<file path="src/rtl/product_accumulator_if.sv">
// product_accumulator_if: product input and frame-result handshake bundle
interface product_accumulator_if #(
    parameter int PW = 8,
    parameter int AW = 10
);
    logic          in_valid;
    logic          in_ready;
    logic [PW-1:0] in_p;
    logic          out_valid;
    logic          out_ready;
    logic [AW-1:0] out_sum;
    logic          out_sat;
    modport master (output in_valid, in_p, out_ready, input in_ready, out_valid, out_sum, out_sat);
    modport slave  (input in_valid, in_p, out_ready, output in_ready, out_valid, out_sum, out_sat);
endinterface

</file>
<file path="src/rtl/product_accumulator.sv">
// product_accumulator: sums CNT multiplier products per frame into a saturating total
module product_accumulator #(
    parameter int PW  = 8,
    parameter int CNT = 4,
    parameter int AW  = 10
) (
    input  logic                  clk,
    input  logic                  rst,
    input  logic                  clr,
    product_accumulator_if.slave  bus
);
    localparam int CW = (CNT > 1) ? $clog2(CNT) : 1;
    localparam logic [0:0] ACC  = 1'b0;
    localparam logic [0:0] HOLD = 1'b1;

    logic [0:0]    state_q, state_d;
    logic [AW-1:0] acc_q, acc_d;
    logic [CW-1:0] cnt_q, cnt_d;
    logic          sticky_q, sticky_d;
    logic          out_valid_q, out_valid_d;
    logic [AW-1:0] out_sum_q, out_sum_d;
    logic          out_sat_q, out_sat_d;
    logic [AW:0]   sum;
    logic          sat_now;
    logic [AW-1:0] sat_val;
    logic          accept;
    logic          last;

    assign bus.in_ready  = (state_q == ACC);
    assign bus.out_valid = out_valid_q;
    assign bus.out_sum   = out_sum_q;
    assign bus.out_sat   = out_sat_q;

    // Next-state: clr aborts the frame, otherwise accumulate in ACC and hand off in HOLD
    always_comb begin
        sum         = {1'b0, acc_q} + (AW+1)'(bus.in_p);
        sat_now     = sum[AW];
        sat_val     = sat_now ? '1 : sum[AW-1:0];
        accept      = (state_q == ACC) && bus.in_valid;
        last        = (cnt_q == CW'(CNT - 1));
        state_d     = state_q;
        acc_d       = acc_q;
        cnt_d       = cnt_q;
        sticky_d    = sticky_q;
        out_valid_d = out_valid_q;
        out_sum_d   = out_sum_q;
        out_sat_d   = out_sat_q;
        if (clr) begin
            state_d     = ACC;
            acc_d       = '0;
            cnt_d       = '0;
            sticky_d    = 1'b0;
            out_valid_d = 1'b0;
        end else if (accept && last) begin
            out_sum_d   = sat_val;
            out_sat_d   = sticky_q | sat_now;
            out_valid_d = 1'b1;
            acc_d       = '0;
            cnt_d       = '0;
            sticky_d    = 1'b0;
            state_d     = HOLD;
        end else if (accept) begin
            acc_d    = sat_val;
            cnt_d    = cnt_q + CW'(1);
            sticky_d = sticky_q | sat_now;
        end else if ((state_q == HOLD) && bus.out_ready) begin
            out_valid_d = 1'b0;
            state_d     = ACC;
        end
    end

    // State registers with synchronous reset
    always_ff @(posedge clk) begin
        if (rst) begin
            state_q     <= ACC;
            acc_q       <= '0;
            cnt_q       <= '0;
            sticky_q    <= 1'b0;
            out_valid_q <= 1'b0;
            out_sum_q   <= '0;
            out_sat_q   <= 1'b0;
        end else begin
            state_q     <= state_d;
            acc_q       <= acc_d;
            cnt_q       <= cnt_d;
            sticky_q    <= sticky_d;
            out_valid_q <= out_valid_d;
            out_sum_q   <= out_sum_d;
            out_sat_q   <= out_sat_d;
        end
    end
endmodule

</file>
<file path="src/flat_wrapper.sv">
// flat-port wrapper written by rule: the top's interface ports become plain ports
module product_accumulator_flat 
#(
    parameter int PW  = 8,
    parameter int CNT = 4,
    parameter int AW  = 10
)
  (clk, rst, clr, bus_in_valid, bus_in_p, bus_out_ready, bus_in_ready, bus_out_valid, bus_out_sum, bus_out_sat);
  product_accumulator_if #(.PW(PW), .AW(AW)) bus_i ();
  input  logic clk;
  input  logic rst;
  input  logic clr;
  input wire logic [$bits(bus_i.in_valid)-1:0] bus_in_valid;
  input wire logic [$bits(bus_i.in_p)-1:0] bus_in_p;
  input wire logic [$bits(bus_i.out_ready)-1:0] bus_out_ready;
  output wire logic [$bits(bus_i.in_ready)-1:0] bus_in_ready;
  output wire logic [$bits(bus_i.out_valid)-1:0] bus_out_valid;
  output wire logic [$bits(bus_i.out_sum)-1:0] bus_out_sum;
  output wire logic [$bits(bus_i.out_sat)-1:0] bus_out_sat;
  assign bus_i.in_valid = bus_in_valid;
  assign bus_i.in_p = bus_in_p;
  assign bus_i.out_ready = bus_out_ready;
  assign bus_in_ready = bus_i.in_ready;
  assign bus_out_valid = bus_i.out_valid;
  assign bus_out_sum = bus_i.out_sum;
  assign bus_out_sat = bus_i.out_sat;
  product_accumulator #(.PW(PW), .CNT(CNT), .AW(AW)) u_core (.clk(clk), .rst(rst), .clr(clr), .bus(bus_i));
endmodule
</file>
<file path="config.mk">
export PLATFORM = sky130hd
export DESIGN_NAME = product_accumulator_flat
export DESIGN_NICKNAME = d
export VERILOG_FILES = /design/src/rtl/product_accumulator_if.sv /design/src/rtl/product_accumulator.sv /design/src/flat_wrapper.sv
export SDC_FILE = /design/constraint.sdc
export NUM_CORES = 1
export LEC_CHECK = 0
export ABC_AREA = 0
export CAP_MARGIN = 10
export CELL_PAD_IN_SITES_DETAIL_PLACEMENT = 0
export CELL_PAD_IN_SITES_GLOBAL_PLACEMENT = 1
export CORE_ASPECT_RATIO = 0.75
export CORE_UTILIZATION = 42
export CTS_BUF_LIST = sky130_fd_sc_hd__clkbuf_4 sky130_fd_sc_hd__clkbuf_8
export DETAILED_ROUTE_END_ITERATION = 7
export PLACE_DENSITY = 0.94
export SYNTH_ARGS = -nofsm -noshare
export SYNTH_HDL_FRONTEND = slang
export SYNTH_SLANG_ARGS = --single-unit
</file>
<file path="constraint.sdc">
create_clock -name clk -period 6.44 [get_ports clk]
set_input_delay 1.61 -clock clk [delete_from_list [all_inputs] [get_ports clk]]
set_output_delay 1.61 -clock clk [all_outputs]
set_load 0.1 [all_outputs]
</file>
# Word-level counts from Yosys, hierarchy flattened
# Cells that the tools add are included.
[word_totals] memories=0 register_bits=25 mem_bits_ro=0 out_inout_bits=13 latch_bits=0 word_cells=25 ram_bits=0 in_bits=13
[op_classes] n_shift=0 n_mux=4 div_mod_pow=0 eq_ne=2 reduce_logical=8 n_mul=0 bitwise_logic=3 n_addsub=2 order_cmp=0
[ops] operator="adder 10 x 8 -> 11 bit" n=1
[ops] operator="two-way mux 10 bit" n=1
[ops] operator="AND reduction 2 bit" n=2
[ops] operator="logical AND 1 bit" n=3
[ops] operator="two-way mux 1 bit" n=3
[ops] operator="OR reduction 3 bit" n=1
[ops] operator="adder 2 x 1 -> 2 bit (second input constant)" n=1
[ops] operator="equality test 2 bit (second input constant)" n=1
[ops] operator="inequality test 2 bit (second input constant)" n=1
[ops] operator="NOT 1 bit" n=2
[ops] operator="nonzero test 2 bit" n=1
[ops] operator="OR reduction 2 bit" n=1
[ops] operator="OR 1 bit" n=1

# Depth between registers and ports, before layout
# Gate-level depths: netlist (run 1).
[logic_depth] ltp_word=5 ltp_mapped=8 mapped_depth_nobuf=8

# Least setup slack after synthesis (run 1)
# Ideal clock, no wire load.
[synth_timing] path_kind="input port to flip-flop" startpoint="in bus_in_p[0]" endpoint="reg u_core.out_sum_q[8] (netlist: u_core.bus.out_sum[8])" slack_ns=2.930 t_arrival_ns=3.382 cell_stages=8 t_required_ns=6.312 n_path_buf=0 cell_sequence="ha_1 > fa_1 > a211oi_1 > o21ai_2 > a31oi_1 > mux2_2 > mux2i_1 > nor2_1"
[synth_via] elab_chain_cells=2
[synth_rtl] element="from (decl)" line_no="flat_wrapper.sv:14" text="input wire logic [$bits(bus_i.in_p)-1:0] bus_in_p;"
[synth_rtl] element="adder 10 x 8 -> 11 bit" line_no="product_accumulator.sv:36" text="sum = {1'b0, acc_q} + (AW+1)'(bus.in_p);"
[synth_rtl] element="two-way mux 10 bit" line_no="product_accumulator.sv:38" text="sat_val = sat_now ? '1 : sum[AW-1:0];"
[synth_rtl] element="to (signal assigned)" line_no="product_accumulator.sv:88" text="out_sum_q <= out_sum_d;"
[synth_rtl] element="to (decl)" line_no="product_accumulator.sv:21" text="logic [AW-1:0] out_sum_q, out_sum_d;"
# No other way between the ends.
# A chain may end at the register's enable or synchronous reset.

# Final worst setup path (run 1)
[layout_timing] startpoint="in bus_in_p[0]" endpoint="reg u_core.out_sum_q[9] (netlist: u_core.bus.out_sum[9])"
# Same word-level chain as after synthesis.

==> impl_metrics.ini, run 1 <==
[sta]
worst_slew_pin_slew_ns = 0.9948
skew_ns = 0.008426
finalMaxSlewViolations = 0
relSlewSlack_pct = 33.47
rsz0062_at_grt = no
hold_viol = 0
finalSetupViolCount = 0
period_share_pct = 59.33
fin_tns_setup_ns = 0
fin_crit_ns = 3.821
fmax_mhz = 261.7

[drt]
totalWireLength_um = 3011
ant_nets = 0
drt_iter0_drc = 55
vias = 1153
drc = 0
dr.pass1.iters = 4
via_per_inst = 5.597
routedWlPerCell_um = 14.62

[global_route]
antenna_found_initial = 0
grt_pass1_vias = 1101
grt_max_degree = 22
grt_pass1_wl_um = 5133
grt-ovfl-total = 0
track_usage_pct = 20.60

[cts]
post_cts_buffers = 0
clkLatencyLatePin_ns = 0.27
root_buffer = clkbuf_8
cts_buffers = 3
clockBufferDepth = 2
cts-resized-gates = 0
cts_tree = done
clkTransAtPathRegs_ns = 0.08
clock-sinks = 25
htreeDepth = 1
cts_hold_buf = 0

[placement]
dpl.cell_count = 202
portBuffers = 25
hpwl_um = 2121
gp_congestion = 0.8337
placed_area_sq_mm = 0.001559

[die]
fp.dieArea_sq_mm = 0.003259
boundaryPins = 26
start_util_pct = 46.44
die_w_um = 65.59
num_rows = 16
die_h_um = 49.69
core_area_sq_mm = 0.002743

[synth]
synthArstFlopShare_pct = 0
ys.flop_type = dfxtp_1
synth_edf_count = 0
synthesis.nets = 168
seq_area_frac_synth_pct = 39.29
yosys_register_bits = 25
synth_area_sq_mm = 0.001274
synth_top_cell_by_area = dfxtp_1
synth_fa_ha_area_share_pct = 10.41
syn_area_per_cell_sq_um = 8.784
synthTopCellsByArea = dfxtp_1 39%, nor2_1 9.7%, ha_1 8.8%, a211oi_1 8.3%, a21oi_1 2.8%
synth_top_cell_area_share_pct = 39.29
synth_top_family_by_area = compound AO/OA/AOI/OAI gates
synth-simple-area-share_pct = 17.78
synthCells = 145
synth.mux.area_fraction_pct = 2.456
synth-xor-area-share_pct = 4.813
yosys_warnings = 0
ys_types = 33
synth_compound_area_share_pct = 22.99

[critical_path]
end_kind = flip-flop
cp.required_ns = 6.58
arrival_ns = 3.96
critPathKind = primary input to flip-flop
critPathLaunchType = primary input
critPathMaxFanout = 6

[power_and_ir_drop]
leakage_uw = 0.0006272
vdd_drop_max_v = 0.0001564
powerDensity_mw_per_mm2 = 191.1
finalPower_uw = 307.3

[run_status]
status = complete, no violations

[finish]
final_area_sq_mm = 0.001608
diodes = 0
nets = 194
num-fill-cells = 242
fin_cells = 206
drive_above_1_share_pct = 5.294
syn2layout_area_growth_pct = 26.23

[hold_path]
hold_class = flip-flop to flip-flop

[run]
cap_viol_max_count = 0
## cell usage in the layout (no fill, tap or decap)
cell,netlist,layout
a21oi_1,7,7
ha_1,9,9
a31oi_1,2,2
nor2b_1,3,3
xnor2_1,3,3
clkbuf_8,0,3
a211oi_1,14,14
a311oi_1,3,3
a41o_1,1,1
o21ai_2,1,1
clkdlybuf4s50_1,0,25
a22o_1,1,1
nor2_1,33,33
clkbuf_4,0,1
dfxtp_1,25,25
xor2_1,4,4
a311o_1,1,1
mux2_2,1,1
o211ai_1,1,1
or3_1,1,1
o21ai_0,2,2
mux2i_1,2,2
nand3_1,1,1
fa_1,1,1
and4_1,1,1
inv_1,1,1
and2_1,1,1
nand2b_1,2,2
nand2_1,8,8
o2111ai_1,1,1
nor3_1,3,3
a21oi_2,1,1
buf_4,0,2
a21o_1,4,4
o2111a_1,1,1
## cells in the mapped netlist, drive strengths merged (3+ instances only)
| cell type | instances |
|---|---|
| a211oi | 14 |
| a21o | 4 |
| a21oi | 8 |
| a311oi | 3 |
| clkbuf | 4 |
| dfxtp | 25 |
| ha | 9 |
| nand2 | 8 |
| nor2 | 33 |
| nor2b | 3 |
| nor3 | 3 |
| o21ai | 3 |
| xnor2 | 3 |
| xor2 | 4 |
## stage by stage
stage / worst slack [ns] / hold slack, ns / util, %
global placement: 2.401 / 0.4482 / 56.84
detailed placement: 2.354 / 0.4638 / 56.84
finish: 2.619 / 0.4764 / 58.62
global route: 2.487 / 0.5100 / 58.62
floorplan: 2.930 / 0.4374 / -
CTS: 2.626 / 0.4793 / 58.62
## critical path, stage by stage
cell and delay (ns):
clkdlybuf4s50_1 0.40, ha_1 0.22, fa_1 0.44, a211oi_1 0.34
o21ai_2 0.13, o2111ai_1 0.47, nand3_1 0.13, mux2i_1 0.15
nor3_1 0.06
## path summary, 6_finish.rpt
kind	cells past startpoint	slack [ns]	start	endpoint
max reg2reg	8	4.06	u_core.acc_q[0]	u_core.bus.out_sum[9]
min	2	0.48	u_core.cnt_q[1]	u_core.cnt_q[1]
max	9	2.62	bus_in_p[0]	u_core.bus.out_sum[9]
min reg2reg	2	0.48	u_core.cnt_q[1]	u_core.cnt_q[1]
## final cells by class
class | instances | area (sq um) | area share (%)
tap | 36 | 45.04 | 2.802
sequential | 25 | 500.5 | 31.13
timing repair buffer | 27 | 265.3 | 16.50
clock buffer | 4 | 48.80 | 3.035
inverter | 1 | 3.754 | 0.2335
multi-input combinational | 113 | 744.5 | 46.30
## cell families after synthesis
| kind of cell | count (synthesis) |
|---|---|
| compound gates | 40 |
| xor+xnor | 7 |
| fa+ha+maj | 10 |
| buf+inv | 7 |
| flops | 25 |
| mux | 3 |
| simple gates | 53 |
## per-layer routing
metal / up-vias / wire (um) / GRT usage [%]
met3: 0 / 157 / 5.324
li1: 578 / - / -
met1: 538 / 1478 / 27.30
met4: 0 / 0 / 1.087
met5: - / 0 / 0
met2: 37 / 1375 / 35.05
## registers in the layout, summed over array words and instances, names as in the netlist
signal                cells
u_core.acc_q             10
u_core.sticky_q           1
u_core.bus.out_valid      1
u_core.bus.out_sat        1
u_core.bus.out_sum       10
u_core.cnt_q              2
## report_power, final
group          internal (uW)  leakage (uW)  switching (uW)
registers                158      0.000203            2.10
logic                   22.1      0.000399            26.9
clock network           48.5     0.0000262            50.1
total                    228      0.000627            79.1
Note: power is estimated with default switching activity, not from simulation.
==> inputs of run 2 (changes only) <==
- CORE_UTILIZATION: 42 -> 39
- PLACE_DENSITY: 0.94 -> 0.89
- clock period: 6.44 -> 3.6 ns (I/O delays scaled with it)
==> run 2 against run 1 <==
  * Largest cell class unchanged
  * Flip-flop and latch count unchanged
  * Utilization decreased by 5.6 points
  * Design area decreased by 0.31%
==> impl_metrics.ini, run 2 (synthesized netlist as in run 1, its figures left out) <==
[sta]
rsz0062_at_grt = no
whs_ns = 0.4713
fin_tns_setup_ns = 0
period_share_pct = 86.30
fin_crit_ns = 3.107
finalMaxSlewViolations = 0
relSlewSlack_pct = 35.22
hold_viol = 0
worst_slew_pin_slew_ns = 0.9686
finalSetupViolCount = 0
fmax_mhz = 321.9
skew_ns = 0.008654

[power_and_ir_drop]
vdd_drop_max_v = 0.0002205
powerDensity_mw_per_mm2 = 343.9
leakage_uw = 0.0006531

[drt]
ant_nets = 0
totalWireLength_um = 2970
drc = 0
drt_iter0_drc = 43
vias = 1114
via_per_inst = 5.305
routedWlPerCell_um = 14.14
dr.pass1.iters = 4

[critical_path]
worstReg2RegEnd = u_core.bus.out_sum[8]
end_kind = flip-flop
startpoint = bus_in_p[0]
arrival_ns = 3.26
critPathMaxFanout = 4
critPathLaunchType = primary input
cp.required_ns = 3.75
endpoint = u_core.bus.out_sum[8]
reg2reg_slack_ns = 1.24
rr_worst_depth = 8
r2r_start = u_core.acc_q[0]
critPathKind = primary input to flip-flop

[cts]
clkLatencyLatePin_ns = 0.27
htreeDepth = 1
clkTransAtPathRegs_ns = 0.09
clockBufferDepth = 2
cts_tree = done
cts-resized-gates = 0
root_buffer = clkbuf_8
cts_hold_buf = 0
clock-sinks = 25
post_cts_buffers = 0
cts_buffers = 3

[placement]
hpwl_um = 2167
portBuffers = 25
gp_congestion = 0.8055

[finish]
drive_above_1_share_pct = 11.63
final-seq-area_sq_um = 500.5
syn2layout_area_growth_pct = 25.84
final_cell_mix = 33 x nor2_1, 25 x dfxtp_1, 16 x clkdlybuf4s50_1
multi_input_area_sq_um = 744.5
num-fill-cells = 302
final_common_cell = nor2_1
diodes = 0
nets = 196

[global_route]
track_usage_pct = 18.83
grt_max_degree = 20
grt-ovfl-total = 0
grt_pass1_vias = 1060
grt_pass1_wl_um = 4816
antenna_found_initial = 0

[die]
core_area_sq_mm = 0.003020
die_w_um = 67.99
start_util_pct = 42.17
fp.dieArea_sq_mm = 0.003501
num_rows = 17
die_h_um = 51.49
boundaryPins = 26

[run_status]
status = complete, no violations

[run]
cap_viol_max_count = 0

[hold_path]
hold_class = flip-flop to flip-flop
-- run 2: changes by cell type in the layout (fill, tap and decap cells not counted), sizes merged --
cell,delta
buf,+11
clkdlybuf4s50,-9
-- run 2: per-stage QoR --
| stage | instance area (sq um) | total power, uW | worst slack [ns] | instances | utilization [%] |
|---|---|---|---|---|---|
| 3_3_place_gp | 1554 | 377.4 | 0.2728 | 206 | 51.45 |
| 2_1_floorplan | 1274 | 350.1 | 0.7998 | 145 | - |
| 5_1_grt | 1603 | 579.1 | 0.3877 | 210 | 53.07 |
| 4_1_cts | 1603 | 554.8 | 0.5025 | 210 | 53.07 |
| 6_report | 1603 | 551.2 | 0.4932 | 210 | 53.07 |
| 3_5_place_dp | 1554 | 379.0 | 0.1878 | 206 | 51.45 |
-- run 2: worst min path at each step --
stage	from	to	slack (ns)	depth (start not counted)
2_1_floorplan	u_core.sticky_q	u_core.sticky_q	0.44	2
3_3_place_gp	u_core.cnt_q[1]	u_core.cnt_q[1]	0.45	2
3_5_place_dp	u_core.cnt_q[1]	u_core.cnt_q[1]	0.46	2
4_1_cts	u_core.cnt_q[1]	u_core.cnt_q[1]	0.47	2
5_1_grt	u_core.acc_q[4]	u_core.acc_q[4]	0.49	2
6_report	u_core.cnt_q[1]	u_core.cnt_q[1]	0.47	2
-- run 2: area by class of cell --
type / instances / share of cell area (%)
sequential: 25 / 31.23
clock buffer: 4 / 3.044
tap: 38 / 2.966
timing repair buffer: 29 / 16.08
inverter: 1 / 0.2342
multi-input combinational: 113 / 46.45
-- run 2: layer usage --
metal  routed length, um  part of all wire (%)  GRT usage (%)
met3                 146                   4.9          5.702
met4                  40                   1.3          5.903
met5                   0                     0              0
met1                1497                    50          26.16
met2                1286                    43          27.61
-- run 2: critical path, cell delays in order --
cell and delay, ns:
clkdlybuf4s50_1 0.41, ha_1 0.23, fa_1 0.42, a211oi_1 0.32, o21ai_2 0.12, a31oi_1 0.29, mux2_2 0.38, mux2i_1 0.13
nor2_1 0.05
-- run 2: where the power goes --
group          internal [uW]  switching [uW]  leakage, uW
clock                   86.9            90.3    0.0000262
combinational           39.7            48.9     0.000424
sequential               282            3.54     0.000203
==> inputs of run 3 (changes only) <==
- CTS_CLUSTER_SIZE: not set -> 12
==> results of run 3 <==
Same layout as run 2: the final DEF is identical, and so are final timing and power.
